## config.mk

```make
export PLATFORM = sky130hd
export DESIGN_NAME = dmi_jtag_dr_flat
export DESIGN_NICKNAME = d
export VERILOG_FILES = /design/src/rtl/dmi_pkg.sv /design/src/rtl/dmi_jtag_dr_if.sv /design/src/rtl/dmi_dr_shreg.sv /design/src/rtl/dmi_jtag_dr.sv /design/src/flat_wrapper.sv
export SDC_FILE = /design/constraint.sdc
export NUM_CORES = 1
export LEC_CHECK = 0
export ABC_AREA = 1
export BUFFER_PORTS_ARGS = -buffer_cell sky130_fd_sc_hd__buf_2
export CAP_MARGIN = 20
export CORE_MARGIN = 1.5
export CORE_UTILIZATION = 40
export CTS_CLUSTER_DIAMETER = 50
export DETAILED_ROUTE_END_ITERATION = 8
export HOLD_SLACK_MARGIN = 0.03
export PLACE_DENSITY = 0.58
export SETUP_SLACK_MARGIN = 0.05
export SLEW_MARGIN = 20
export SYNTH_ARGS = -nofsm -noshare
export SYNTH_HDL_FRONTEND = slang
export SYNTH_SLANG_ARGS = --single-unit
```

## constraint.sdc

```tcl
create_clock -name clk_i -period 3.8 [get_ports clk_i]
set_input_delay 0.38 -clock clk_i [delete_from_list [all_inputs] [get_ports clk_i]]
set_output_delay 0.38 -clock clk_i [all_outputs]
set_load 0.03 [all_outputs]
```

## src/rtl/dmi_pkg.sv

```systemverilog
// DMI data-register shared types: op and status encodings, FSM states and default widths.
package dmi_pkg;

    typedef enum logic [1:0] {NOP = 2'd0, READ = 2'd1, WRITE = 2'd2} dmi_op_e;
    typedef enum logic [1:0] {SUCCESS = 2'd0, FAILED = 2'd2, BUSY = 2'd3} dmi_status_e;
    typedef enum logic [1:0] {IDLE = 2'd0, REQ = 2'd1, WAIT = 2'd2} dmi_state_e;

    localparam int DefAddrWidth     = 7;
    localparam int DefDataWidth     = 32;
    localparam int DefTimeoutCycles = 1024;

endpackage

```

## src/rtl/dmi_jtag_dr_if.sv

```systemverilog
// DMI request/response channel between the DTM (master) and the debug module (slave).
interface dmi_jtag_dr_if #(
    parameter int AddrWidth = dmi_pkg::DefAddrWidth,
    parameter int DataWidth = dmi_pkg::DefDataWidth
);
    localparam int DrWidth = AddrWidth + DataWidth + 2;

    logic                 req_valid;
    logic                 req_ready;
    logic [DrWidth-1:0]   req;
    logic                 resp_valid;
    logic                 resp_ready;
    logic [DataWidth-1:0] resp_data;
    logic                 resp_err;

    modport master (output req_valid, req, resp_ready,
                    input  req_ready, resp_valid, resp_data, resp_err);
    modport slave  (input  req_valid, req, resp_ready,
                    output req_ready, resp_valid, resp_data, resp_err);
endinterface

```

## src/rtl/dmi_dr_shreg.sv

```systemverilog
// JTAG DR capture/shift register; load wins over shift, tdo is the LSB flop.
module dmi_dr_shreg #(
    parameter int DrWidth = 41
) (
    input  logic               clk_i,
    input  logic               rst_ni,
    input  logic               load_i,
    input  logic [DrWidth-1:0] load_data_i,
    input  logic               shift_i,
    input  logic               tdi_i,
    output logic [DrWidth-1:0] dr_o,
    output logic               tdo_o
);
    logic [DrWidth-1:0] dr_q;

    always_ff @(posedge clk_i or negedge rst_ni) begin
        if (!rst_ni)      dr_q <= '0;
        else if (load_i)  dr_q <= load_data_i;
        else if (shift_i) dr_q <= {tdi_i, dr_q[DrWidth-1:1]};
    end

    assign dr_o  = dr_q;
    assign tdo_o = dr_q[0];
endmodule

```

## src/rtl/dmi_jtag_dr.sv

```systemverilog
// DMI data-register engine behind the JTAG TAP: DR scan, DMI request/response, sticky dmistat.
// Optional request-to-response timeout enabled by DMI_JTAG_DR_TIMEOUT_EN.
module dmi_jtag_dr
    import dmi_pkg::*;
#(
    parameter int AddrWidth     = DefAddrWidth,
    parameter int DataWidth     = DefDataWidth,
    parameter int TimeoutCycles = DefTimeoutCycles
) (
    input  logic          clk_i,
    input  logic          rst_ni,
    input  logic          dmi_access_i,
    input  logic          capture_dr_i,
    input  logic          shift_dr_i,
    input  logic          update_dr_i,
    input  logic          tdi_i,
    output logic          tdo_o,
    input  logic          dmi_clear_i,
    output logic [1:0]    dmi_error_o,
    dmi_jtag_dr_if.master dmi
);
    typedef struct packed {
        logic [AddrWidth-1:0] addr;
        logic [DataWidth-1:0] data;
        logic [1:0]           op;
    } dmi_t;
    localparam int DrWidth = $bits(dmi_t);

    dmi_state_e           state_q, state_d;
    logic [AddrWidth-1:0] addr_q;
    logic [DataWidth-1:0] data_q;
    logic [1:0]           op_q, error_q, error_d;
    logic [DrWidth-1:0]   dr_q, capture_val;
    dmi_t                 dr;
    logic                 capture, shift, update, accept, resp_fire, timeout;

    assign capture = dmi_access_i & capture_dr_i;
    assign shift   = dmi_access_i & shift_dr_i & ~capture_dr_i;
    assign update  = dmi_access_i & update_dr_i & ~capture_dr_i & ~shift_dr_i;

    assign dr          = dmi_t'(dr_q);
    assign capture_val = {addr_q, data_q, (state_q != IDLE) ? 2'(BUSY) : error_q};

    // A clear in the same cycle drops the update even when no error is pending.
    assign accept = update && !dmi_clear_i && error_q == 2'(SUCCESS) && state_q == IDLE &&
                    (dr.op == 2'(READ) || dr.op == 2'(WRITE));
    assign resp_fire = (state_q == WAIT) && dmi.resp_valid;

    dmi_dr_shreg #(.DrWidth(DrWidth)) i_shreg (
        .clk_i,
        .rst_ni,
        .load_i      (capture),
        .load_data_i (capture_val),
        .shift_i     (shift),
        .tdi_i,
        .dr_o        (dr_q),
        .tdo_o
    );

`ifdef DMI_JTAG_DR_TIMEOUT_EN
    localparam int CntW = $clog2(TimeoutCycles + 1);
    logic [CntW-1:0] cnt_q;

    always_ff @(posedge clk_i or negedge rst_ni) begin
        if (!rst_ni)               cnt_q <= '0;
        else if (accept)           cnt_q <= '0;
        else if (state_q != IDLE)  cnt_q <= cnt_q + CntW'(1);
    end

    // A response arriving in the last allowed cycle still completes normally.
    assign timeout = (state_q != IDLE) && (cnt_q == CntW'(TimeoutCycles - 1)) && !resp_fire;
`else
    assign timeout = 1'b0;
`endif

    always_comb begin
        state_d = state_q;
        case (state_q)
            IDLE:    if (accept) state_d = REQ;
            REQ:     if (dmi.req_ready) state_d = WAIT;
            WAIT:    if (resp_fire) state_d = IDLE;
            default: state_d = IDLE;
        endcase
        if (timeout) state_d = IDLE;
    end

    always_comb begin
        error_d = error_q;
        if (capture && state_q != IDLE) error_d = BUSY;
        if (update && error_q == 2'(SUCCESS) && state_q != IDLE) error_d = BUSY;
        if (resp_fire && dmi.resp_err && error_q == 2'(SUCCESS)) error_d = FAILED;
        if (timeout) error_d = FAILED;
        if (dmi_clear_i) error_d = SUCCESS;
    end

    always_ff @(posedge clk_i or negedge rst_ni) begin
        if (!rst_ni) begin
            state_q <= IDLE;
            addr_q  <= '0;
            data_q  <= '0;
            op_q    <= '0;
            error_q <= '0;
        end else begin
            state_q <= state_d;
            error_q <= error_d;
            if (accept) begin
                addr_q <= dr.addr;
                data_q <= dr.data;
                op_q   <= dr.op;
            end else if (resp_fire && op_q == 2'(READ)) begin
                data_q <= dmi.resp_data;
            end
        end
    end

    assign dmi.req_valid  = (state_q == REQ);
    assign dmi.req        = {addr_q, data_q, op_q};
    assign dmi.resp_ready = (state_q == WAIT);
    assign dmi_error_o    = error_q;
endmodule
```

## src/flat_wrapper.sv

```systemverilog
// flat-port wrapper written by rule: the top's interface ports become plain ports
module dmi_jtag_dr_flat import dmi_pkg::*;
#(
    parameter int AddrWidth     = DefAddrWidth,
    parameter int DataWidth     = DefDataWidth,
    parameter int TimeoutCycles = DefTimeoutCycles
)
  (clk_i, rst_ni, dmi_access_i, capture_dr_i, shift_dr_i, update_dr_i, tdi_i, tdo_o, dmi_clear_i, dmi_error_o, dmi_req_valid, dmi_req, dmi_resp_ready, dmi_req_ready, dmi_resp_valid, dmi_resp_data, dmi_resp_err);
  dmi_jtag_dr_if #(.AddrWidth(AddrWidth), .DataWidth(DataWidth)) dmi_i ();
  input  logic clk_i;
  input  logic rst_ni;
  input  logic dmi_access_i;
  input  logic capture_dr_i;
  input  logic shift_dr_i;
  input  logic update_dr_i;
  input  logic tdi_i;
  output logic tdo_o;
  input  logic dmi_clear_i;
  output logic [1:0] dmi_error_o;
  output wire logic [$bits(dmi_i.req_valid)-1:0] dmi_req_valid;
  output wire logic [$bits(dmi_i.req)-1:0] dmi_req;
  output wire logic [$bits(dmi_i.resp_ready)-1:0] dmi_resp_ready;
  input wire logic [$bits(dmi_i.req_ready)-1:0] dmi_req_ready;
  input wire logic [$bits(dmi_i.resp_valid)-1:0] dmi_resp_valid;
  input wire logic [$bits(dmi_i.resp_data)-1:0] dmi_resp_data;
  input wire logic [$bits(dmi_i.resp_err)-1:0] dmi_resp_err;
  assign dmi_req_valid = dmi_i.req_valid;
  assign dmi_req = dmi_i.req;
  assign dmi_resp_ready = dmi_i.resp_ready;
  assign dmi_i.req_ready = dmi_req_ready;
  assign dmi_i.resp_valid = dmi_resp_valid;
  assign dmi_i.resp_data = dmi_resp_data;
  assign dmi_i.resp_err = dmi_resp_err;
  dmi_jtag_dr #(.AddrWidth(AddrWidth), .DataWidth(DataWidth), .TimeoutCycles(TimeoutCycles)) u_core (.clk_i(clk_i), .rst_ni(rst_ni), .dmi_access_i(dmi_access_i), .capture_dr_i(capture_dr_i), .shift_dr_i(shift_dr_i), .update_dr_i(update_dr_i), .tdi_i(tdi_i), .tdo_o(tdo_o), .dmi_clear_i(dmi_clear_i), .dmi_error_o(dmi_error_o), .dmi(dmi_i));
endmodule
```

==> flow_metrics.env, run 1 <==
export IMPL_antenna_cells_inserted=0
export IMPL_synth_seq_area_share=0.518
export IMPL_cts_buffers_inserted=9
export IMPL_clockRootBuffer="sky130_fd_sc_hd__clkbuf_8"
export IMPL_min_delay_path_class="in -> async"
export IMPL_count_of_unique_library_cells_instantiated_by_yosys=21
export IMPL_drt_drc_violations_left=0
export IMPL_clock_skew_final_ps=8.39
export IMPL_finalCritPeriodShare=0.602
export IMPL_finalWorstPathRequiredPeriod_ps=2290
export IMPL_grt_pass1_wl_um=16800
export IMPL_io_pins=89
export IMPL_groute_usage_overall=0.188
export IMPL_least_margin_pin_slew_ps=851
export IMPL_outcome="complete, no violations"
export IMPL_fp_dieArea_mm2=0.0110
export IMPL_final_net_count=654
export IMPL_cts_post_setup_buffers_inserted=0
export IMPL_post_synth_instance_area_mm2=0.00415
export IMPL_layout_filler_cells=1098
export IMPL_cts_num_sinks=86
export IMPL_post_cts_resized_instances=0
export IMPL_worstSetupEndpointType="flip-flop"
export IMPL_area_delta_synth_final_pct=16.3
export IMPL_vdd_drop_max_mv=0.284
export IMPL_max_freq_mhz=437
export IMPL_cts_clk_slew_worst_paths_ps=90
export IMPL_route_vias_total=3599
export IMPL_tritoncts="done"
export IMPL_clkLatencyLatePin_ps=350
export IMPL_die_height_um=105
export IMPL_power_density_mw_per_mm2=572
export IMPL_timing_final_setup_violations=0
export IMPL_start_kind="flip-flop"
export IMPL_deepest_level_of_the_cts_h_tree=3
export IMPL_fp_dieW_um=105
export IMPL_drtIter0Drc=149
export IMPL_routed_wire_per_std_cell_um=12.8
export IMPL_vias_in_the_first_global_route=3432
export IMPL_core_area_mm2=0.0102
export IMPL_clock_tree_buffer_depth=2
export IMPL_path_max_fanout=33
export IMPL_synth_area_leaders="sky130_fd_sc_hd__dfrtp_1, sky130_fd_sc_hd__o21ai_0, sky130_fd_sc_hd__nand2_1"
export IMPL_timing_final_max_slew_violations=0
export IMPL_final_util=0.474
export IMPL_setup_worst_path_class="reg -> reg"
export IMPL_yosys_area_top_type_share=0.518
export IMPL_dpl_worst_slack_ps=1450
export IMPL_place_detailed_hpwl_um=6060
export IMPL_post_synth_top_area_cell="sky130_fd_sc_hd__dfrtp_1"
export IMPL_initial_utilization=0.408
export IMPL_grt_start_max_net_pins=59
export IMPL_leakagePower_uw=0.00262
export IMPL_cp_arrival_ps=2570
export IMPL_count_of_max_cap_constraint_violations=0
export IMPL_worst_slew_margin_rel=0.430
export IMPL_globalplace_congestion=0.750
export IMPL_drtAntennaViolNets=0
export IMPL_ffs_latches_synth=86
export IMPL_grt_overflow_total=0
export IMPL_synthesis_nets=579
export IMPL_drive_above_1_share=0.202
export IMPL_core_rowCount=37
export IMPL_synthesis_area_per_instance_um2=7.75
export IMPL_cts_hold_buf=0
export IMPL_rsz0062_at_grt="false"
export IMPL_detail_route_first_pass_iterations=5
export IMPL_layout_setup_ws_ps=1510
export IMPL_post_synth_inst_count=536
export IMPL_count_of_port_buffers_added_during_placement=88
export IMPL_vias_per_cell=4.79
export IMPL_antenna_found_initial=0
export IMPL_finalHoldViolations=0
export IMPL_hold_ws_ps=71.8
export IMPL_detail_route_wirelength_um=9640
export IMPL_setup_total_negative_slack_ps=0
export IMPL_required_time_at_the_endpoint_of_the_critical_path_ps=4080
export IMPL_yosys_warns=0
[layout by cell type, fill, tap and decap left out, drive strengths merged, types with 2 or more instances in the layout]
cell type	synthesis	layout
nor2	77	77
clkinvlp	0	2
clkbuf	16	11
nand3	33	33
o22ai	3	3
nand2	90	90
o21ai	90	90
inv	84	84
dfrtp	86	86
a21oi	38	38
nor3	2	2
clkinv	0	2
buf	14	94
[metal layers]
| metal | up-vias | GRT usage | part of all wire |
|---|---|---|---|
| met2 | 81 | 0.309 | 0.47 |
| li1 | 1828 | - | - |
| met4 | 0 | 0.0421 | 0.0073 |
| met1 | 1684 | 0.253 | 0.48 |
| met5 | - | 0 | 0 |
| met3 | 6 | 0.0424 | 0.042 |
[power by group]
part / internal [uW] / switching, uW
Combinational: 261 / 647
Sequential: 1150 / 152
Clock: 232 / 320
Total: 1640 / 1120
[Yosys cell counts, drive strengths merged]
master and count:
dfrtp 86, nand4 1, o31ai 1, a21oi 38, nand3 33, nor2 77
buf 14, inv 84, o21ai 90, nor3b 1, clkbuf 16, nor3 2
o22ai 3, nand2 90
[registers in the layout (all words and copies together), names as in the netlist]
| signal | count |
|---|---|
| u_core.addr_q | 7 |
| u_core.data_q | 32 |
| u_core.dmi_error_o | 2 |
| u_core.i_shreg.dr_o | 41 |
| u_core.op_q | 2 |
| u_core.state_q | 2 |
[logic make-up (layout without fill, tap and decap cells)]
| kind of cell | after synthesis | after routing | synth area share |
|---|---|---|---|
| flip-flops | 86 | 86 | 0.518 |
| AO/OA/AOI/OAI | 132 | 132 | 0.161 |
| buffers and inverters | 114 | 193 | 0.112 |
| AND/OR/NAND/NOR | 204 | 204 | 0.209 |
[per-stage QoR]
step / power, uW / instances / area [um2]
2_1_floorplan: 1920 / 536 / 4150
3_3_place_gp: 2220 / 736 / 4670
3_5_place_dp: 2240 / 736 / 4670
4_1_cts: 2800 / 751 / 4830
5_1_grt: 2950 / 751 / 4830
6_report: 2760 / 751 / 4830
[worst paths after layout]
check,depth (start not counted),slack [ps],start,endpoint
hold / removal,1,70,rst_ni,u_core.state_q[1]
min in group clk_i,2,190,dmi_clear_i,u_core.dmi_error_o[1]
hold reg to reg,2,510,u_core.addr_q[2],u_core.addr_q[2]
setup reg to reg,8,1510,u_core.dmi_error_o[0],u_core.data_q[18]
setup / recovery,8,1510,u_core.dmi_error_o[0],u_core.data_q[18]
max in group asynchronous,2,2860,rst_ni,u_core.data_q[0]
[critical path, cell delays in order (launching register included)]
cell and delay (ps):
sky130_fd_sc_hd__dfrtp_1 440, sky130_fd_sc_hd__nor2_1 150, sky130_fd_sc_hd__nand2_1 110, sky130_fd_sc_hd__nor2_4 80, sky130_fd_sc_hd__buf_4 370, sky130_fd_sc_hd__nand2_1 510, sky130_fd_sc_hd__nand2_8 400, sky130_fd_sc_hd__nor2_1 70
sky130_fd_sc_hd__nor2_1 100
[layout make-up]
cell class              instances  area [um2]  share of cell area
repair buffers                 94         488               0.101
well taps                     136         170              0.0352
clock buffers                  11         131              0.0272
flip-flops and latches         86        2150               0.446
clock inverters                 4        25.0             0.00518
inverters                      84         315              0.0653
multi-input cells             336        1550               0.320
Power figures use the tool's default switching activity.
==> run 2, diff against run 1 <==
clock period = 2.3 ns   (was 3.8 ns; I/O delays follow)
==> run 2 against run 1 <==
Effect of this change:
- utilization grew 0.63 points
- clock power grew 72%
- sequential share of layout area shrank 0.58 points
- clock skew grew 1.4 ps
- final cell count grew 0.40%
- largest power group unchanged
==> flow_metrics.env, run 2 (synthesis gave the netlist of run 1 again) <==
export IMPL_beginning_of_the_worst_hold_path="dmi_req_ready"
export IMPL_cts_post_setup_buffers_inserted=0
export IMPL_grt_overflow_total=0
export IMPL_die_height_um=105
export IMPL_globalplace_congestion=0.731
export IMPL_final_common_cell="sky130_fd_sc_hd__nand2_1"
export IMPL_finalHoldViolations=0
export IMPL_groute_usage_overall=0.189
export IMPL_detail_route_wirelength_um=9830
export IMPL_layout_cells_most_common_list="sky130_fd_sc_hd__nand2_1, sky130_fd_sc_hd__buf_2, sky130_fd_sc_hd__dfrtp_1, sky130_fd_sc_hd__inv_1, sky130_fd_sc_hd__o21ai_0"
export IMPL_grt_start_max_net_pins=50
export IMPL_tritoncts="done"
export IMPL_finalWorstPathRequiredPeriod_ps=1900
export IMPL_cts_num_sinks=86
export IMPL_routed_wire_per_std_cell_um=13.0
export IMPL_deepest_level_of_the_cts_h_tree=3
export IMPL_count_of_max_cap_constraint_violations=0
export IMPL_initial_utilization=0.408
export IMPL_p_clk_frac=0.206
export IMPL_hold_ws_ps=65.0
export IMPL_route_vias_total=3623
export IMPL_core_rowCount=37
export IMPL_power_report_internal_total_uw=2790
export IMPL_final_instance_count_excl_fill=754
export IMPL_clock_skew_final_ps=9.74
export IMPL_cts_buffers_inserted=9
export IMPL_power_share_combinational=0.329
export IMPL_drtAntennaViolNets=0
export IMPL_critical_path_max_stage_delay_ps=530
export IMPL_grt_pass1_wl_um=16700
export IMPL_clock_tree_buffer_depth=2
export IMPL_final_net_count=657
export IMPL_rsz0062_at_grt="false"
export IMPL_total_switching_power_uw=1840
export IMPL_drt_drc_violations_left=0
export IMPL_count_of_port_buffers_added_during_placement=88
export IMPL_worstSetupEndpointType="flip-flop"
export IMPL_place_detailed_hpwl_um=6360
export IMPL_critical_path_slowest_cell="sky130_fd_sc_hd__dlygate4sd3_1"
export IMPL_finalCritPeriodShare=0.826
export IMPL_worst_slew_margin_rel=0.538
export IMPL_start_kind="input pin"
export IMPL_clockRootBuffer="sky130_fd_sc_hd__clkbuf_8"
export IMPL_power_switching_fraction=0.398
export IMPL_largest_register_ffs=41
export IMPL_min_path_cells=2
export IMPL_layout_setup_ws_ps=399
export IMPL_cp_arrival_ps=2170
export IMPL_reg2reg_from="u_core.i_shreg.dr_o[0]"
export IMPL_setup_worst_path_class="in -> reg"
export IMPL_drive_above_1_share=0.201
export IMPL_worstPathCellList="dlygate4sd3_1, buf_2, inv_1, nand2_1, nor2_2, nand2_1, nand2_8, nor2_1, nor2_1"
export IMPL_post_layout_total_power_uw=4630
export IMPL_vias_per_cell=4.81
export IMPL_setup_total_negative_slack_ps=0
export IMPL_cts_clk_slew_worst_paths_ps=80
export IMPL_max_freq_mhz=526
export IMPL_io_pins=89
export IMPL_vias_in_the_first_global_route=3524
export IMPL_area_delta_synth_final_pct=17.8
export IMPL_fp_dieArea_mm2=0.0110
export IMPL_power_density_mw_per_mm2=946
export IMPL_fp_dieW_um=105
export IMPL_drtIter0Drc=137
export IMPL_timing_final_max_slew_violations=0
export IMPL_antenna_found_initial=0
export IMPL_dp_cells=737
export IMPL_worst_setup_path_startpoint="dmi_clear_i"
export IMPL_timing_reg2reg_worst_path_depth=8
export IMPL_clkLatencyLatePin_ps=350
export IMPL_hold_path_endpoint="u_core.state_q[0]"
export IMPL_path_max_fanout=32
export IMPL_rrSetupSlack_ps=450
export IMPL_power_share_sequential=0.465
export IMPL_core_area_mm2=0.0102
export IMPL_required_time_at_the_endpoint_of_the_critical_path_ps=2570
export IMPL_least_margin_pin_slew_ps=691
export IMPL_r2r_end="u_core.data_q[11]"
export IMPL_timing_final_setup_violations=0
export IMPL_outcome="complete, no violations"
export IMPL_leakagePower_uw=0.00265
export IMPL_vdd_drop_max_mv=0.400
export IMPL_detail_route_first_pass_iterations=4
export IMPL_layout_filler_cells=1047
export IMPL_antenna_cells_inserted=0
export IMPL_min_delay_path_class="in -> reg"
export IMPL_dpl_worst_slack_ps=430
[run 2: cell types whose count changed in the layout (fill, tap and decap cells not counted), sizes merged]
cell	before	now
buf	94	95
clkbuf	11	14
clkinv	2	1
clkinvlp	2	0
dlygate4sd3	0	2
[run 2: how the worst max path moves through the flow]
| stage | to | cells past startpoint | slack, ps |
|---|---|---|---|
| 2_1_floorplan | u_core.data_q[10] | 7 | 790 |
| 3_3_place_gp | u_core.data_q[4] | 8 | 450 |
| 3_5_place_dp | u_core.data_q[11] | 8 | 430 |
| 4_1_cts | u_core.data_q[11] | 9 | 390 |
| 5_1_grt | u_core.data_q[24] | 8 | 220 |
| 6_report | u_core.data_q[22] | 9 | 400 |
[run 2: layout make-up]
| type | instances | area [um2] | share of cell area |
|---|---|---|---|
| multi-input combinational | 336 | 1550 | 0.316 |
| inverter | 84 | 315 | 0.0644 |
| clock buffer | 14 | 163 | 0.0332 |
| sequential | 86 | 2150 | 0.440 |
| clock inverter | 1 | 5.00 | 0.00102 |
| timing repair buffer | 97 | 541 | 0.110 |
| tap | 136 | 170 | 0.0348 |
[run 2: routing by layer]
metal | vias to the layer above | GRT usage | wire (um)
met1 | 1677 | 0.260 | 4750
met3 | 12 | 0.0274 | 469
met4 | 0 | 0.0724 | 159
li1 | 1839 | - | -
met5 | - | 0 | 0
met2 | 95 | 0.301 | 4450
[run 2: critical path: cells and delay by family]
| kind | cells | cell delay, ps |
|---|---|---|
| AND/OR/NAND/NOR | 6 | 1180 |
| buffers and inverters | 3 | 730 |
[run 2: stage by stage]
step / instance area (um2) / utilization
2_1_floorplan: 4150 / -
3_3_place_gp: 4710 / 0.462
3_5_place_dp: 4710 / 0.462
4_1_cts: 4890 / 0.480
5_1_grt: 4890 / 0.480
6_report: 4890 / 0.480
[run 2: timing repair]
item,CTS,global route
hold buffers,2,0
endpoints found under the setup margin,0,0
resized for setup,0,0
hold endpoints to repair,38,0
[run 2: power by group through the flow]
stage | logic, uW | registers, uW | clock network [uW]
after floorplan | 519 | 2660 | 0
after global placement | 1510 | 2180 | 0
after detailed placement | 1540 | 2190 | 0
after CTS | 1540 | 2160 | 979
after global routing | 1680 | 2200 | 1030
final | 1520 | 2160 | 952
==> run 3, diff against run 2 <==
ABC_AREA = 0   (was 1)
clock period = 1.9 ns   (was 2.3 ns; I/O delays follow)
==> run 3 against run 2 <==
Effect of this change:
- via count down 17%
- hold slack worse by 24 ps
- sequential share of layout area up 1.4 points
- wire length down 1.7%
- critical path type is now reg -> reg
- critical endpoint is now u_core.data_q[18]
- largest power group unchanged
==> flow_metrics.env, run 3 <==
export IMPL_grt_pass1_wl_um=15900
export IMPL_grt_overflow_total=0
export IMPL_synth_ff_type="sky130_fd_sc_hd__dfrtp_1"
export IMPL_synthesis_area_per_instance_um2=12.2
export IMPL_clkLatencyLatePin_ps=350
export IMPL_cts_clk_slew_worst_paths_ps=90
export IMPL_count_of_unique_library_cells_instantiated_by_yosys=29
export IMPL_start_kind="flip-flop"
export IMPL_synth_seq_area_share=0.553
export IMPL_timing_final_setup_violations=0
export IMPL_cp_arrival_ps=1880
export IMPL_die_height_um=102
export IMPL_post_synth_top_area_cell="sky130_fd_sc_hd__dfrtp_1"
export IMPL_detail_route_first_pass_iterations=4
export IMPL_core_area_mm2=0.00933
export IMPL_power_share_sequential=0.442
export IMPL_final_net_count=447
export IMPL_count_of_max_cap_constraint_violations=0
export IMPL_clock_tree_buffer_depth=2
export IMPL_setup_total_negative_slack_ps=0
export IMPL_count_of_port_buffers_added_during_placement=88
export IMPL_post_synth_instance_area_mm2=0.00389
export IMPL_cp_endpoint="u_core.data_q[18]"
export IMPL_drtIter0Drc=84
export IMPL_finalCritPeriodShare=0.868
export IMPL_largest_register_ffs=41
export IMPL_asyncSetResetFlopFracSynth=1.00
export IMPL_place_detailed_hpwl_um=6090
export IMPL_finalWorstPathRequiredPeriod_ps=1650
export IMPL_finalHoldViolations=0
export IMPL_worst_setup_path_startpoint="u_core.state_q[0]"
export IMPL_groute_usage_overall=0.198
export IMPL_drt_drc_violations_left=0
export IMPL_setup_worst_path_class="reg -> reg"
export IMPL_routed_wire_per_std_cell_um=18.0
export IMPL_cts_post_setup_buffers_inserted=0
export IMPL_tritoncts="done"
export IMPL_initial_utilization=0.417
export IMPL_clockRootBuffer="sky130_fd_sc_hd__clkbuf_8"
export IMPL_synth_most_common_cell="sky130_fd_sc_hd__dfrtp_1"
export IMPL_rsz0062_at_grt="false"
export IMPL_rrSetupSlack_ps=250
export IMPL_min_delay_path_class="in -> reg"
export IMPL_hold_ws_ps=40.9
export IMPL_timing_reg2reg_worst_path_depth=5
export IMPL_fp_dieW_um=102
export IMPL_required_time_at_the_endpoint_of_the_critical_path_ps=2130
export IMPL_yosys_area_top_type_share=0.553
export IMPL_total_switching_power_uw=2700
export IMPL_synth_area_leaders="sky130_fd_sc_hd__dfrtp_1, sky130_fd_sc_hd__a22o_1, sky130_fd_sc_hd__o22a_1"
export IMPL_final_common_cell="sky130_fd_sc_hd__buf_2"
export IMPL_leakagePower_uw=0.00222
export IMPL_clock_skew_final_ps=16.9
export IMPL_yosys_warns=0
export IMPL_synth_top_cells_by_count="sky130_fd_sc_hd__dfrtp_1, sky130_fd_sc_hd__a22o_1, sky130_fd_sc_hd__o21a_1"
export IMPL_worst_slew_margin_rel=0.637
export IMPL_post_synth_inst_count=319
export IMPL_layout_cells_most_common_list="sky130_fd_sc_hd__buf_2, sky130_fd_sc_hd__dfrtp_1, sky130_fd_sc_hd__a22o_1, sky130_fd_sc_hd__o21a_1, sky130_fd_sc_hd__o22a_1"
export IMPL_drtAntennaViolNets=0
export IMPL_grt_start_max_net_pins=41
export IMPL_p_clk_frac=0.207
export IMPL_power_report_internal_total_uw=4380
export IMPL_worstSetupEndpointType="flip-flop"
export IMPL_core_rowCount=35
export IMPL_cts_buffers_inserted=9
export IMPL_outcome="complete, no violations"
export IMPL_vias_per_cell=5.61
export IMPL_r2r_end="u_core.data_q[18]"
export IMPL_vdd_drop_max_mv=0.720
export IMPL_timing_final_max_slew_violations=0
export IMPL_power_share_combinational=0.350
export IMPL_vias_in_the_first_global_route=3034
export IMPL_detail_route_wirelength_um=9670
export IMPL_synth_edff_count=0
export IMPL_least_margin_pin_slew_ps=545
export IMPL_deepest_level_of_the_cts_h_tree=3
export IMPL_io_pins=89
export IMPL_reg2reg_from="u_core.state_q[0]"
export IMPL_fp_dieArea_mm2=0.0103
export IMPL_antenna_found_initial=0
export IMPL_path_max_fanout=26
export IMPL_cts_num_sinks=86
export IMPL_power_density_mw_per_mm2=1490
export IMPL_globalplace_congestion=0.822
export IMPL_route_vias_total=3017
export IMPL_power_switching_fraction=0.382
export IMPL_area_delta_synth_final_pct=21.9
export IMPL_drive_above_1_share=0.320
export IMPL_ffs_latches_synth=86
export IMPL_max_freq_mhz=606
export IMPL_synthesis_nets=362
export IMPL_antenna_cells_inserted=0
-- run 3: changes by cell type after synthesis, sizes merged, moves of 3 or more --
cell,before,now
mux2,0,8
nor2,77,5
a22o,0,62
nand3,33,1
inv,84,4
o21a,0,33
o21ai,90,14
o22a,0,32
nand3b,0,7
buf,14,11
o22ai,3,10
a21oi,38,8
nand2b,0,3
nand2,90,7
-- run 3: worst min-delay path by stage --
stage / to / startpoint / cells after the start
2_1_floorplan: u_core.addr_q[0] / rst_ni / 0
3_3_place_gp: u_core.dmi_error_o[0] / rst_ni / 1
3_5_place_dp: u_core.dmi_error_o[0] / rst_ni / 1
4_1_cts: u_core.state_q[0] / dmi_req_ready / 2
5_1_grt: u_core.state_q[0] / dmi_req_ready / 2
6_report: u_core.state_q[0] / dmi_req_ready / 2
-- run 3: timing repair --
action                     4_1_cts  5_1_grt
hold buffers                     2        0
hold endpoints to repair        39        0
setup endpoints to repair        0       22
resized for setup                0        1
-- run 3: cells by family (layout without fill, tap and decap cells) --
kind of cell,Yosys count,in the layout,share of synthesized area
compound gates,162,162,0.327
flops,86,86,0.553
buf+inv,33,123,0.0389
simple gates,29,29,0.0502
mux,8,8,0.0280
xor+xnor,1,1,0.00225
-- run 3: final cells by class --
| type | count | area, um2 |
|---|---|---|
| clock inverter | 6 | 93.8 |
| sequential | 86 | 2150 |
| multi-input combinational | 200 | 1600 |
| timing repair buffer | 103 | 586 |
| tap | 129 | 161 |
| inverter | 4 | 15.0 |
| fill | 874 | 4590 |
| clock buffer | 10 | 138 |
-- run 3: per-layer routing --
layer | track usage | part of all wire | vias to the layer above
li1 | - | - | 1407
met1 | 0.291 | 0.50 | 1534
met2 | 0.306 | 0.45 | 68
met3 | 0.0228 | 0.032 | 8
met4 | 0.0652 | 0.011 | 0
met5 | 0 | 0 | -
-- run 3: stage by stage --
step                worst slack [ps]  std cells  power (uW)   util  instance area [um2]
detailed placement               196        520        5650  0.481                 4490
finish                           251        538        7080  0.508                 4740
global placement                 220        520        5610  0.481                 4490
CTS                              177        538        7140  0.508                 4740
global route                     155        538        7480  0.508                 4740
floorplan                        268        319        4830      -                 3890
-- run 3: critical path, stage by stage (launching register included) --
cell,delay (ps)
sky130_fd_sc_hd__dfrtp_1,440
sky130_fd_sc_hd__nor3b_1,360
sky130_fd_sc_hd__nand4_4,150
sky130_fd_sc_hd__buf_4,260
sky130_fd_sc_hd__o22a_1,210
sky130_fd_sc_hd__o21a_1,100
-- run 3: power by group through the flow --
stage | clock network, uW | registers [uW] | logic [uW]
global route | 1590 | 3230 | 2670
global placement | 0 | 3140 | 2470
floorplan | 0 | 3850 | 976
finish | 1470 | 3130 | 2480
CTS | 1510 | 3120 | 2510
detailed placement | 0 | 3160 | 2500
